**config.mk**
```make
export PLATFORM = sky130hd
export DESIGN_NAME = sram_sdp_be
export DESIGN_NICKNAME = d
export VERILOG_FILES = /design/src/rtl/sram_sdp_be.sv
export SDC_FILE = /design/constraint.sdc
export NUM_CORES = 1
export LEC_CHECK = 0
export CAP_MARGIN = 20
export CORE_MARGIN = 3
export CORE_UTILIZATION = 37
export CTS_CLUSTER_SIZE = 24
export DETAILED_ROUTE_END_ITERATION = 10
export GPL_ROUTABILITY_DRIVEN = 0
export PLACE_DENSITY = 0.65
export SETUP_SLACK_MARGIN = 0.1
export SLEW_MARGIN = 25
export SYNTH_ARGS = -nofsm -noshare
export SYNTH_HDL_FRONTEND = slang
export SYNTH_SLANG_ARGS = --single-unit
```
**constraint.sdc**
```tcl
create_clock -name clk -period 1.6 [get_ports clk]
set_input_delay 0.48 -clock clk [delete_from_list [all_inputs] [get_ports clk]]
set_output_delay 0.48 -clock clk [all_outputs]
set_load 0.02 [all_outputs]
```
**src/rtl/sram_sdp_be.sv**
```systemverilog
// Simple-dual-port SRAM with per-lane byte-enable writes, selectable
// read-during-write behaviour, optional output register and a post-reset
// clear sweep. One write port and one read port share a single clock.
module sram_sdp_be #(
    parameter int unsigned DATA_WIDTH = 8,
    parameter int unsigned ADDR_WIDTH = 4,
    parameter int unsigned LANE_WIDTH = 4,
    parameter int unsigned RDW_MODE   = 0,
    parameter int unsigned OUT_REG    = 0,
    parameter int unsigned INIT_CLEAR = 1
) (
    input  logic                               clk,
    input  logic                               rst_n,
    input  logic                               we,
    input  logic [ADDR_WIDTH-1:0]              waddr,
    input  logic [DATA_WIDTH-1:0]              wdata,
    input  logic [DATA_WIDTH/LANE_WIDTH-1:0]   wbe,
    input  logic                               re,
    input  logic [ADDR_WIDTH-1:0]              raddr,
    output logic [DATA_WIDTH-1:0]              q,
    output logic                               q_valid,
    output logic                               busy
);

    localparam int unsigned DEPTH     = 1 << ADDR_WIDTH;
    localparam int unsigned NUM_LANES = DATA_WIDTH / LANE_WIDTH;
    localparam logic [ADDR_WIDTH:0] LAST_ADDR = (ADDR_WIDTH + 1)'(DEPTH - 1);

    if ((DATA_WIDTH % LANE_WIDTH) != 0) begin : g_bad_lane_width
        $fatal(1, "sram_sdp_be: DATA_WIDTH must be a multiple of LANE_WIDTH");
    end

    typedef enum logic {
        StInit,
        StReady
    } state_e;

    state_e                 state_q;
    logic [ADDR_WIDTH:0]    cnt_q;
    logic                   busy_q;

    logic [DATA_WIDTH-1:0]  mem [DEPTH];

    logic                   wr_acc;
    logic                   rd_acc;
    logic                   mem_wen;
    logic [ADDR_WIDTH-1:0]  mem_waddr;
    logic [DATA_WIDTH-1:0]  mem_wdata;
    logic [NUM_LANES-1:0]   mem_wmask;
    logic [DATA_WIDTH-1:0]  rd_word;

    logic [DATA_WIDTH-1:0]  rd_data_q;
    logic                   rd_valid_q;

    // Requests are only honoured once the clear sweep has finished.
    assign wr_acc = we & ~busy_q;
    assign rd_acc = re & ~busy_q;
    assign busy   = busy_q;

    // Sweep/ready control: busy drops at the edge that clears the last word.
    always_ff @(posedge clk or negedge rst_n) begin
        if (!rst_n) begin
            state_q <= (INIT_CLEAR != 0) ? StInit : StReady;
            cnt_q   <= '0;
            busy_q  <= (INIT_CLEAR != 0);
        end else begin
            case (state_q)
                StInit: begin
                    cnt_q <= cnt_q + 1'b1;
                    if (cnt_q == LAST_ADDR) begin
                        state_q <= StReady;
                        busy_q  <= 1'b0;
                    end
                end
                StReady: begin
                    busy_q <= 1'b0;
                end
                default: begin
                    state_q <= StReady;
                    busy_q  <= 1'b0;
                end
            endcase
        end
    end

    // Write-port source select: the sweep owns the port while it runs.
    always_comb begin
        mem_wen   = 1'b0;
        mem_waddr = waddr;
        mem_wdata = wdata;
        mem_wmask = wbe;
        if (state_q == StInit) begin
            mem_wen   = 1'b1;
            mem_waddr = cnt_q[ADDR_WIDTH-1:0];
            mem_wdata = '0;
            mem_wmask = '1;
        end else if (wr_acc) begin
            mem_wen = 1'b1;
        end
    end

    // Array write with per-lane masking; the array itself has no reset.
    always_ff @(posedge clk) begin
        if (mem_wen) begin
            for (int i = 0; i < NUM_LANES; i++) begin
                if (mem_wmask[i]) begin
                    mem[mem_waddr][i*LANE_WIDTH +: LANE_WIDTH] <=
                        mem_wdata[i*LANE_WIDTH +: LANE_WIDTH];
                end
            end
        end
    end

    // Read word, optionally forwarding enabled lanes of a same-address write.
    always_comb begin
        rd_word = mem[raddr];
        if ((RDW_MODE != 0) && wr_acc && (waddr == raddr)) begin
            for (int i = 0; i < NUM_LANES; i++) begin
                if (wbe[i]) begin
                    rd_word[i*LANE_WIDTH +: LANE_WIDTH] = wdata[i*LANE_WIDTH +: LANE_WIDTH];
                end
            end
        end
    end

    // First read stage: data holds its value when no read is accepted.
    always_ff @(posedge clk or negedge rst_n) begin
        if (!rst_n) begin
            rd_data_q  <= '0;
            rd_valid_q <= 1'b0;
        end else begin
            rd_valid_q <= rd_acc;
            if (rd_acc) begin
                rd_data_q <= rd_word;
            end
        end
    end

    if (OUT_REG != 0) begin : g_out_reg
        logic [DATA_WIDTH-1:0] out_data_q;
        logic                  out_valid_q;

        // Extra output stage adds one cycle of read latency.
        always_ff @(posedge clk or negedge rst_n) begin
            if (!rst_n) begin
                out_data_q  <= '0;
                out_valid_q <= 1'b0;
            end else begin
                out_valid_q <= rd_valid_q;
                if (rd_valid_q) begin
                    out_data_q <= rd_data_q;
                end
            end
        end

        assign q       = out_data_q;
        assign q_valid = out_valid_q;
    end else begin : g_no_out_reg
        assign q       = rd_data_q;
        assign q_valid = rd_valid_q;
    end

endmodule

```
==> metrics.md <==
| Metric | Value |
|---|---|
| H-tree levels | `4` |
| Worst path max stage delay | `420 ps` |
| Final worst slack | `-45.6 ps` |
| # clock sinks | `144` |
| Sw Ratio | `roughly 20%` |
| Combinational share of power | `6.9%` |
| Main flop type after synthesis | `edfxtp_1` |
| Post-layout util | `50.6%` |
| CTS tree | `done` |
| Slowest-stage cell, CP | `dfrtp_2` |
| Max IR drop VDD | `0.000744 V` |
| Asr flop ratio synth | `11.1%` |
| Mapped Avg Cell Area | `14.9 um2` |
| Final setup vio count | `52` |
| CTS buffer count | `17` |
| CP required | `1740 ps` |
| Clock power frac | `46.5%` |
| Layout Area Growth over Synthesis | `31.9%` |
| Clock-pin slew on the worst setup and hold paths | `60 ps` |
| Sequential-to-total area share from yosys stat | `72.0%` |
| Failing checks | `negative setup slack` |
| Number of antenna violations at the first check in global routing | `0` |
| Nets | `around 500` |
| Max cap viols | `0` |
| Die height | `132 um` |
| Fin crit share | `103%` |
| DR DRC count | `0` |
| Die area | `~17000 um2` |
| Status | `finished, violations left` |
| Total GRT Usage | `14.9%` |
| Cell variety after synth | `36` |
| Worst-case clock buffer depth | `2` |
| Power density cells | `between 1000 and 1500 nW/um2` |
| Synth Net Count | `419` |
| Clock Latency Late Sink | `410 ps` |
| Leading post-synthesis cells by cell area | `edfxtp_1 65%, mux2i_1 11%, dfrtp_1 6.4%` |
| Critical path fanouts, max | `8` |
| Max-slew violations | `0` |
| Yosys top cell area share | `65.2%` |
| Least-Margin Pin Slew | `389 ps` |
| # port buffers | `31` |
| Tmin final | `1650 ps` |
| DP Area | `6770 um2` |
| Cell Int Power | `0.00713 W` |
| Detailed Route WL | `13.0 mm` |
| Netlist area before placement | `5890 um2` |
| Sequential share of power | `a little under half` |
| Largest net degree at the start of global routing | `36` |
| R2r setup slk | `-50 ps` |
| Antenna Nets Post-Route | `0` |
| First-pass GRT wire length | `19.9 mm` |
| Relative slew margins | `74.1%` |
| Top delay family on crit path | `buffers and inverters` |
| Hold buffers post-CTS | `0` |
| Fill cells | `1259` |
| Post-DP HPWL | `8.63 mm` |
| Critical path arrival | `1780 ps` |
| Setup Skew | `approximately 6.1 ps` |
| RSZ-0062 raised after global routing | `true` |
| Cell taking the most area after synthesis | `edfxtp_1` |
| DIE WIDTH | `132 um` |
| Worst-path cell chain | `buf_12 > o32a_1 > buf_12 > nor2_2 > buf_6` |
| Critical path class | `flip-flop to flip-flop` |
| Leak Pwr | `roughly 2.8 nW` |
| P_sw | `0.00178 W` |
| Buffers & Inverters on Critical Path | `3` |
| Worst Setup Start Kind | `flip-flop` |
| Vias per Instance | `between 5 and 6` |
| F_max | `0.608 GHz` |
| Rows | `between 40 and 50` |
| Global route overflow | `0` |
| Seq cells post-synth | `144` |
| Area of the core | `15400 um2` |
| EDFF count, synth | `128` |
| DRT Pass-1 Iters | `5` |
| Via count | `3586` |
| Worst Hold Class | `input port to async pin` |
| N_diodes | `0` |
| Initial DRC count | `267` |
| CTS root buffer | `clkbuf_16` |
| Design Area, Final | `between 7000 and 8000 um2` |
| Worst setup EP type | `flip-flop` |
| Share of cells above drive strength 1 | `30.5%` |
| Post-Synthesis Cells | `395` |
| Num ports | `32` |
| Tot Pwr | `0.00891 W` |
| Synth warn | `0` |
| Initial Util | `38.3%` |
| Cell repeated most along the worst path | `buf_12` |
| WL/cell | `18.5 um` |
| Vias in the first global route | `3648` |
| Final Hold Vio Count | `0` |
## cell families (layout without fill, tap and decap cells)
group,count (synthesis),after routing,synth area share [%]
multiplexers,65,65,11.5
flip-flops,144,144,72.0
AO/OA/AOI/OAI,31,31,3.69
adder cells (fa/ha/maj),2,2,0.424
AND/OR/NAND/NOR,127,127,9.74
XOR/XNOR,3,3,0.446
buffers and inverters,23,119,2.19
## timing repair
item | 4_1_cts | 5_1_grt
gates cloned | 0 | 0
buffers inserted | 7 | 1
setup endpoints to repair | 275 | 131
resized for setup | 102 | 40
pin swaps | 9 | 14
## layout by cell type, fill, tap and decap left out, types with 3 or more instances in the layout
cell type,Yosys,routed
buf_2,6,9
bufinv_16,0,5
dfrtp_1,15,14
and2_2,0,8
xnor2_1,3,3
nand2_1,44,34
dlygate4sd2_1,0,3
nand3_1,15,15
buf_12,0,8
edfxtp_1,128,128
nor2_1,39,11
mux2i_1,62,62
buf_6,1,17
clkdlybuf4s50_1,0,16
nor2_2,0,6
a22oi_1,15,15
clkinv_2,0,6
a21oi_1,8,7
nand3b_1,3,3
nor2_4,0,22
nand2_2,0,7
buf_4,7,25
nand4_1,8,8
inv_1,7,7
clkbuf_16,0,17
## sequential cells by signal (all words and copies together), names as in the netlist
name     count
state_q      1
cnt_q        5
busy         1
q_valid      1
q            8
mem        128
## final timing paths
| kind | cells after the start | endpoint | from |
|---|---|---|---|
| setup / recovery | 5 | mem[9][6] | state_q |
| setup reg to reg | 5 | mem[9][6] | state_q |
| max in group asynchronous | 2 | busy | rst_n |
| hold / removal | 2 | cnt_q[4] | rst_n |
| hold reg to reg | 2 | q[0] | q[0] |
| min in group clk | 2 | q[0] | q[0] |
## per-layer routing
layer | vias to the layer above | track usage (%) | wire length (um)
li1 | 1656 | - | -
met1 | 1779 | 18.3 | 5150
met2 | 118 | 26.1 | 6790
met3 | 33 | 3.05 | 708
met4 | 0 | 5.31 | 354
met5 | - | 0 | 0
## cells in the mapped netlist, drive strengths merged (3+ instances only)
library cell and count:
a21oi 8, a22oi 15, and2 9, buf 14
dfrtp 15, edfxtp 128, inv 7, mux2i 62
nand2 44, nand2b 3, nand3 15, nand3b 3
nand4 8, nor2 39, xnor2 3
## power groups by stage
stage | combinational [W] | clock [W] | sequential (W)
global route | 0.000659 | 0.00435 | 0.00415
floorplan | 0.000258 | 0 | 0.00426
CTS | 0.000593 | 0.00418 | 0.00415
detailed placement | 0.000575 | 0 | 0.00423
finish | 0.000616 | 0.00414 | 0.00415
global placement | 0.000563 | 0 | 0.00423
## final cells by class
| cell class | instances | area, um2 | share of cell area (%) |
|---|---|---|---|
| Timing Repair Buffer | 80 | 791 | 10.2 |
| Sequential cell | 144 | 4250 | 54.6 |
| Inverter | 7 | 26.3 | 0.338 |
| Multi-Input combinational cell | 228 | 1820 | 23.4 |
| Clock inverter | 13 | 193 | 2.48 |
| Clock buffer | 19 | 433 | 5.57 |
| Tap cell | 211 | 264 | 3.40 |
## through the flow
| step | worst slack (ps) | hold WS, ps | instances | TNS [ps] |
|---|---|---|---|---|
| after global placement | -454 | 479 | 662 | -77360 |
| after CTS | -65.4 | 410 | 701 | -2290 |
| after floorplan | 41.5 | 184 | 395 | 0 |
| after detailed placement | -568 | 486 | 662 | -87220 |
| after global routing | -131 | 428 | 702 | -7410 |
| final | -45.6 | 411 | 702 | -1020 |
No activity file was read; power rests on OpenSTA's default activity.
==> variant 1: new RTL, same flow settings <==
Change the parameter `ADDR_WIDTH` from 4 to 3.
--- a/src/rtl/sram_sdp_be.sv
+++ b/src/rtl/sram_sdp_be.sv
@@ -3,7 +3,7 @@
 // clear sweep. One write port and one read port share a single clock.
 module sram_sdp_be #(
     parameter int unsigned DATA_WIDTH = 8,
-    parameter int unsigned ADDR_WIDTH = 4,
+    parameter int unsigned ADDR_WIDTH = 3,
     parameter int unsigned LANE_WIDTH = 4,
     parameter int unsigned RDW_MODE   = 0,
     parameter int unsigned OUT_REG    = 0,
Ports: changed (resized raddr and waddr); port bits go from 32 to 30. No check against the original RTL was run, so the function may have changed too.
==> variant 1 against the unedited design <==
- area after synthesis decreased by 44%
- via count decreased by 48%
- routed wire length decreased by 49%
- power decreased by 56%
- largest cell class unchanged
- highest routed layer unchanged
- setup slack improved by 130 ps
- critical path type is now input port to register
- design area decreased by 45%
- count of clock-buffer cells in the layout decreased by 5
- largest power group unchanged
- hold slack improved by 56 ps
- sequential cell count decreased by 65
- final cell count decreased by 47%
- core utilization increased by 0.29 points
- critical endpoint is now mem[7][5]
==> variant 1: results <==
set metrics [dict create \
    firstDrtPassIters 4 \
    vias_per_cell 5.019 \
    hpwl_mm 4.316 \
    dp_slack_ps -429.0 \
    clock_skew_ps 7.262 \
    post_route_cells_drive_above_1_share_pct 34.33 \
    cp_slowest_cell "clkdlybuf4s50_1" \
    grt_util_met2_pct 19.24 \
    status "complete, no violations" \
    relSlewSlack_pct 72.01 \
    drtIter0Drc 152 \
    numCtsBuffers 9 \
    clkTransAtPathRegs_ps 80 \
    cp-startpoint "we" \
    fillers 684 \
    routed-wl-met3_um 348 \
    use_met3_pct 3.668 \
    arrival_ps 1550 \
    nNetsFinal 284 \
    r2r_slack_ps 110 \
    grt_max_degree 18 \
    clock_latency_ps 340 \
    dp.cells 352 \
    synthTopCellsByArea "edfxtp_1 (58%), dfrtp_1 (11%), mux2i_1 (4.8%), mux2_1 (4.4%), o31ai_2 (3.0%)" \
    ys_types 32 \
    grt_pass1_vias 1904 \
    area_growth_pct 29.95 \
    htree_levels 3 \
    ys_seq_area_share_pct 69.37 \
    path_max_fanout 4 \
]
## variant 1: cell families after synthesis
logic type               after synthesis  synth area share (%)
AO/OA/AOI/OAI                         33                 8.271
XOR/XNOR                               3                0.7932
adder cells (fa/ha/maj)                1                0.3776
buffers and inverters                 13                 2.870
flip-flops                            79                 69.37
multiplexers                          33                 10.61
AND/OR/NAND/NOR                       53                 7.704
## variant 1: cell type report
cell class	count	share of cell area [%]
inverters	3	0.2616
well taps	105	3.051
flip-flops and latches	79	53.44
clock inverters	2	0.2325
repair buffers	47	11.54
multi-input cells	123	27.93
clock buffers	14	3.545
## variant 1: where the power goes
part           total [mW]  internal [mW]  switching, mW  leakage, nW
registers            2.27           2.26         0.0139        0.752
logic               0.416          0.190          0.225        0.693
clock network        1.26          0.604          0.659       0.0844
## variant 1: what timing repair did
| action | 4_1_cts | 5_1_grt |
|---|---|---|
| cloned | 1 | 0 |
| endpoints found under the setup margin | 82 | 77 |
| buffers inserted | 0 | 4 |
| pin swaps | 1 | 9 |
| resized for setup | 39 | 73 |
==> variant 2: new RTL, config.mk and constraints unchanged <==
Made on the original files. Register the output `q`, cleared by the reset; this adds one clock of latency there. The other outputs are not delayed to match.
--- a/src/rtl/sram_sdp_be.sv
+++ b/src/rtl/sram_sdp_be.sv
@@ -25,6 +25,8 @@
     localparam int unsigned DEPTH     = 1 << ADDR_WIDTH;
     localparam int unsigned NUM_LANES = DATA_WIDTH / LANE_WIDTH;
     localparam logic [ADDR_WIDTH:0] LAST_ADDR = (ADDR_WIDTH + 1)'(DEPTH - 1);
+
+    logic [DATA_WIDTH-1:0] q_d;
 
     if ((DATA_WIDTH % LANE_WIDTH) != 0) begin : g_bad_lane_width
         $fatal(1, "sram_sdp_be: DATA_WIDTH must be a multiple of LANE_WIDTH");
@@ -153,11 +155,19 @@
             end
         end
 
-        assign q       = out_data_q;
+        assign q_d     = out_data_q;
         assign q_valid = out_valid_q;
     end else begin : g_no_out_reg
-        assign q       = rd_data_q;
+        assign q_d     = rd_data_q;
         assign q_valid = rd_valid_q;
+    end
+
+    always_ff @(posedge clk or negedge rst_n) begin
+        if (!rst_n) begin
+            q <= '0;
+        end else begin
+            q <= q_d;
+        end
     end
 
 endmodule
Check against the original RTL: same outputs for any inputs over 10 cycles, from zero or initial values and one cycle with rst_n low; that may be too few to reach the edited logic, so the function may still have changed.
==> variant 2 against the unedited design <==
- design area increased by 1.8%
- largest cell class unchanged
- count of clock-buffer cells in the layout decreased by 2
- highest routed layer unchanged
- clock skew increased by 4.4 ps
- largest power group unchanged
- sequential cell count increased by 8
- critical path type is now input port to register
- non-clock buffer count decreased by 4
- power decreased by 2.2%
- routed wire length decreased by 1.2%
- setup slack improved by 46 ps
- area after synthesis increased by 4.8%
- combinational power increased by 1%
==> variant 2: results <==
set metrics [dict create \
    status "complete, no violations" \
    hold_path_class "register to register" \
    synth_edf_count 128 \
    dp_slack_ps -512.5 \
    grtUsageTotal_pct 14.92 \
    clockBufferDepth 2 \
    syn_nets 427 \
    firstDrtPassIters 4 \
    grt_pass1_wl_mm 20.24 \
    synth.cells.most_frequent "edfxtp_1 (128), mux2i_1 (65), nand2_1 (37), nor2_1 (37), a22oi_1 (24)" \
    path_max_fanout 4 \
    root_buffer "clkbuf_16" \
    arrival_ps 1720 \
    wl_per_cell_um 18.13 \
    vdd_ir_drop_max_uv 720.2 \
    routed-wl-met3_um 819 \
    drtIter0Drc 278 \
    place_area_mm2 0.007056 \
    synthArstFlopShare_pct 15.79 \
    clkTransAtPathRegs_ps 60 \
    synthTopCellsByArea "edfxtp_1 (62%), mux2i_1 (11%), dfrtp_1 (9.3%), a22oi_1 (2.9%), nand2_1 (2.2%)" \
    drt_wl_total_mm 12.84 \
    postCtsHoldBufs 0 \
    routed.top_layer "met4" \
    post_route_cells_drive_above_1_share_pct 32.11 \
    io_buffers 31 \
    nNetsFinal 503 \
    grt_pass1_vias 3721 \
    ys.warnings.count 0 \
    dp.cells 673 \
    clock_skew_ps 10.57 \
    grt_max_degree 21 \
    wl_met1_mm 5.622 \
    antenna_found_initial 0 \
    diodes 0 \
    largest_register_ffs 128 \
    numCtsBuffers 17 \
    tightest_slew_ps 397.3 \
    top_register "mem" \
    ys_types 36 \
    hpwl_mm 8.778 \
    clock_latency_ps 430 \
    wl_met2_mm 6.220 \
    ys_seq_area_share_pct 71.98 \
    syn_avg_cell_area_um2 15.32 \
    htree_levels 4 \
    vias 3546 \
    p_leak_nw 2.928 \
]
variant 2: report_power, final:
group	leakage, nW	internal [mW]	switching (mW)	total, mW
Sequential	1.43	4.36	0.0238	4.39
Clock	0.268	2.13	1.57	3.70
Combinational	1.23	0.251	0.372	0.623
variant 2: repair_timing:
item,in CTS,in global routing
pin swaps,5,15
setup endpoints to repair,234,154
buffers inserted,1,2
resized for setup,88,48
gates cloned,0,0
variant 2: kinds of logic (layout without fill, tap and decap cells):
logic type | Yosys count | after routing | synth area share [%]
flops | 152 | 152 | 71.98
simple gates | 122 | 122 | 9.076
mux | 66 | 66 | 10.72
compound gates | 32 | 32 | 4.396
buf+inv | 26 | 115 | 2.998
xor+xnor | 3 | 3 | 0.4255
fa+ha+maj | 2 | 2 | 0.4051
variant 2: area by class of cell:
cell class,instances,area [um^2]
inverters,7,26.28
clock buffers,17,425.4
repair buffers,76,745.7
fillers,1384,8203
flip-flops and latches,152,4451
multi-input cells,225,1866
clock inverters,15,128.9
well taps,216,270.3
variant 2: critical path: stages:
cell             delay (ps)
clkdlybuf4s50_1         470
inv_2                   110
a32o_2                  250
nand2_4                 110
buf_4                   160
nor2_4                  140
variant 2: routing by layer:
metal / global-route usage, % / vias up
li1: - / 1671
met1: 19.78 / 1760
met2: 23.20 / 102
met3: 4.569 / 13
met4: 5.711 / 0
met5: 0 / -
variant 2: worst paths after layout:
path	from	to	slack [ps]	cells past startpoint
worst max-delay path	waddr[3]	mem[5][3]	0.8	6
worst min-delay path	q_d[4]	q[4]	380	0
worst max register to register	state_q	mem[10][5]	10	5
worst min register to register	q_d[4]	q[4]	380	0
max in group asynchronous	rst_n	q_d[3]	890	2
min in group asynchronous	rst_n	cnt_q[4]	430	2
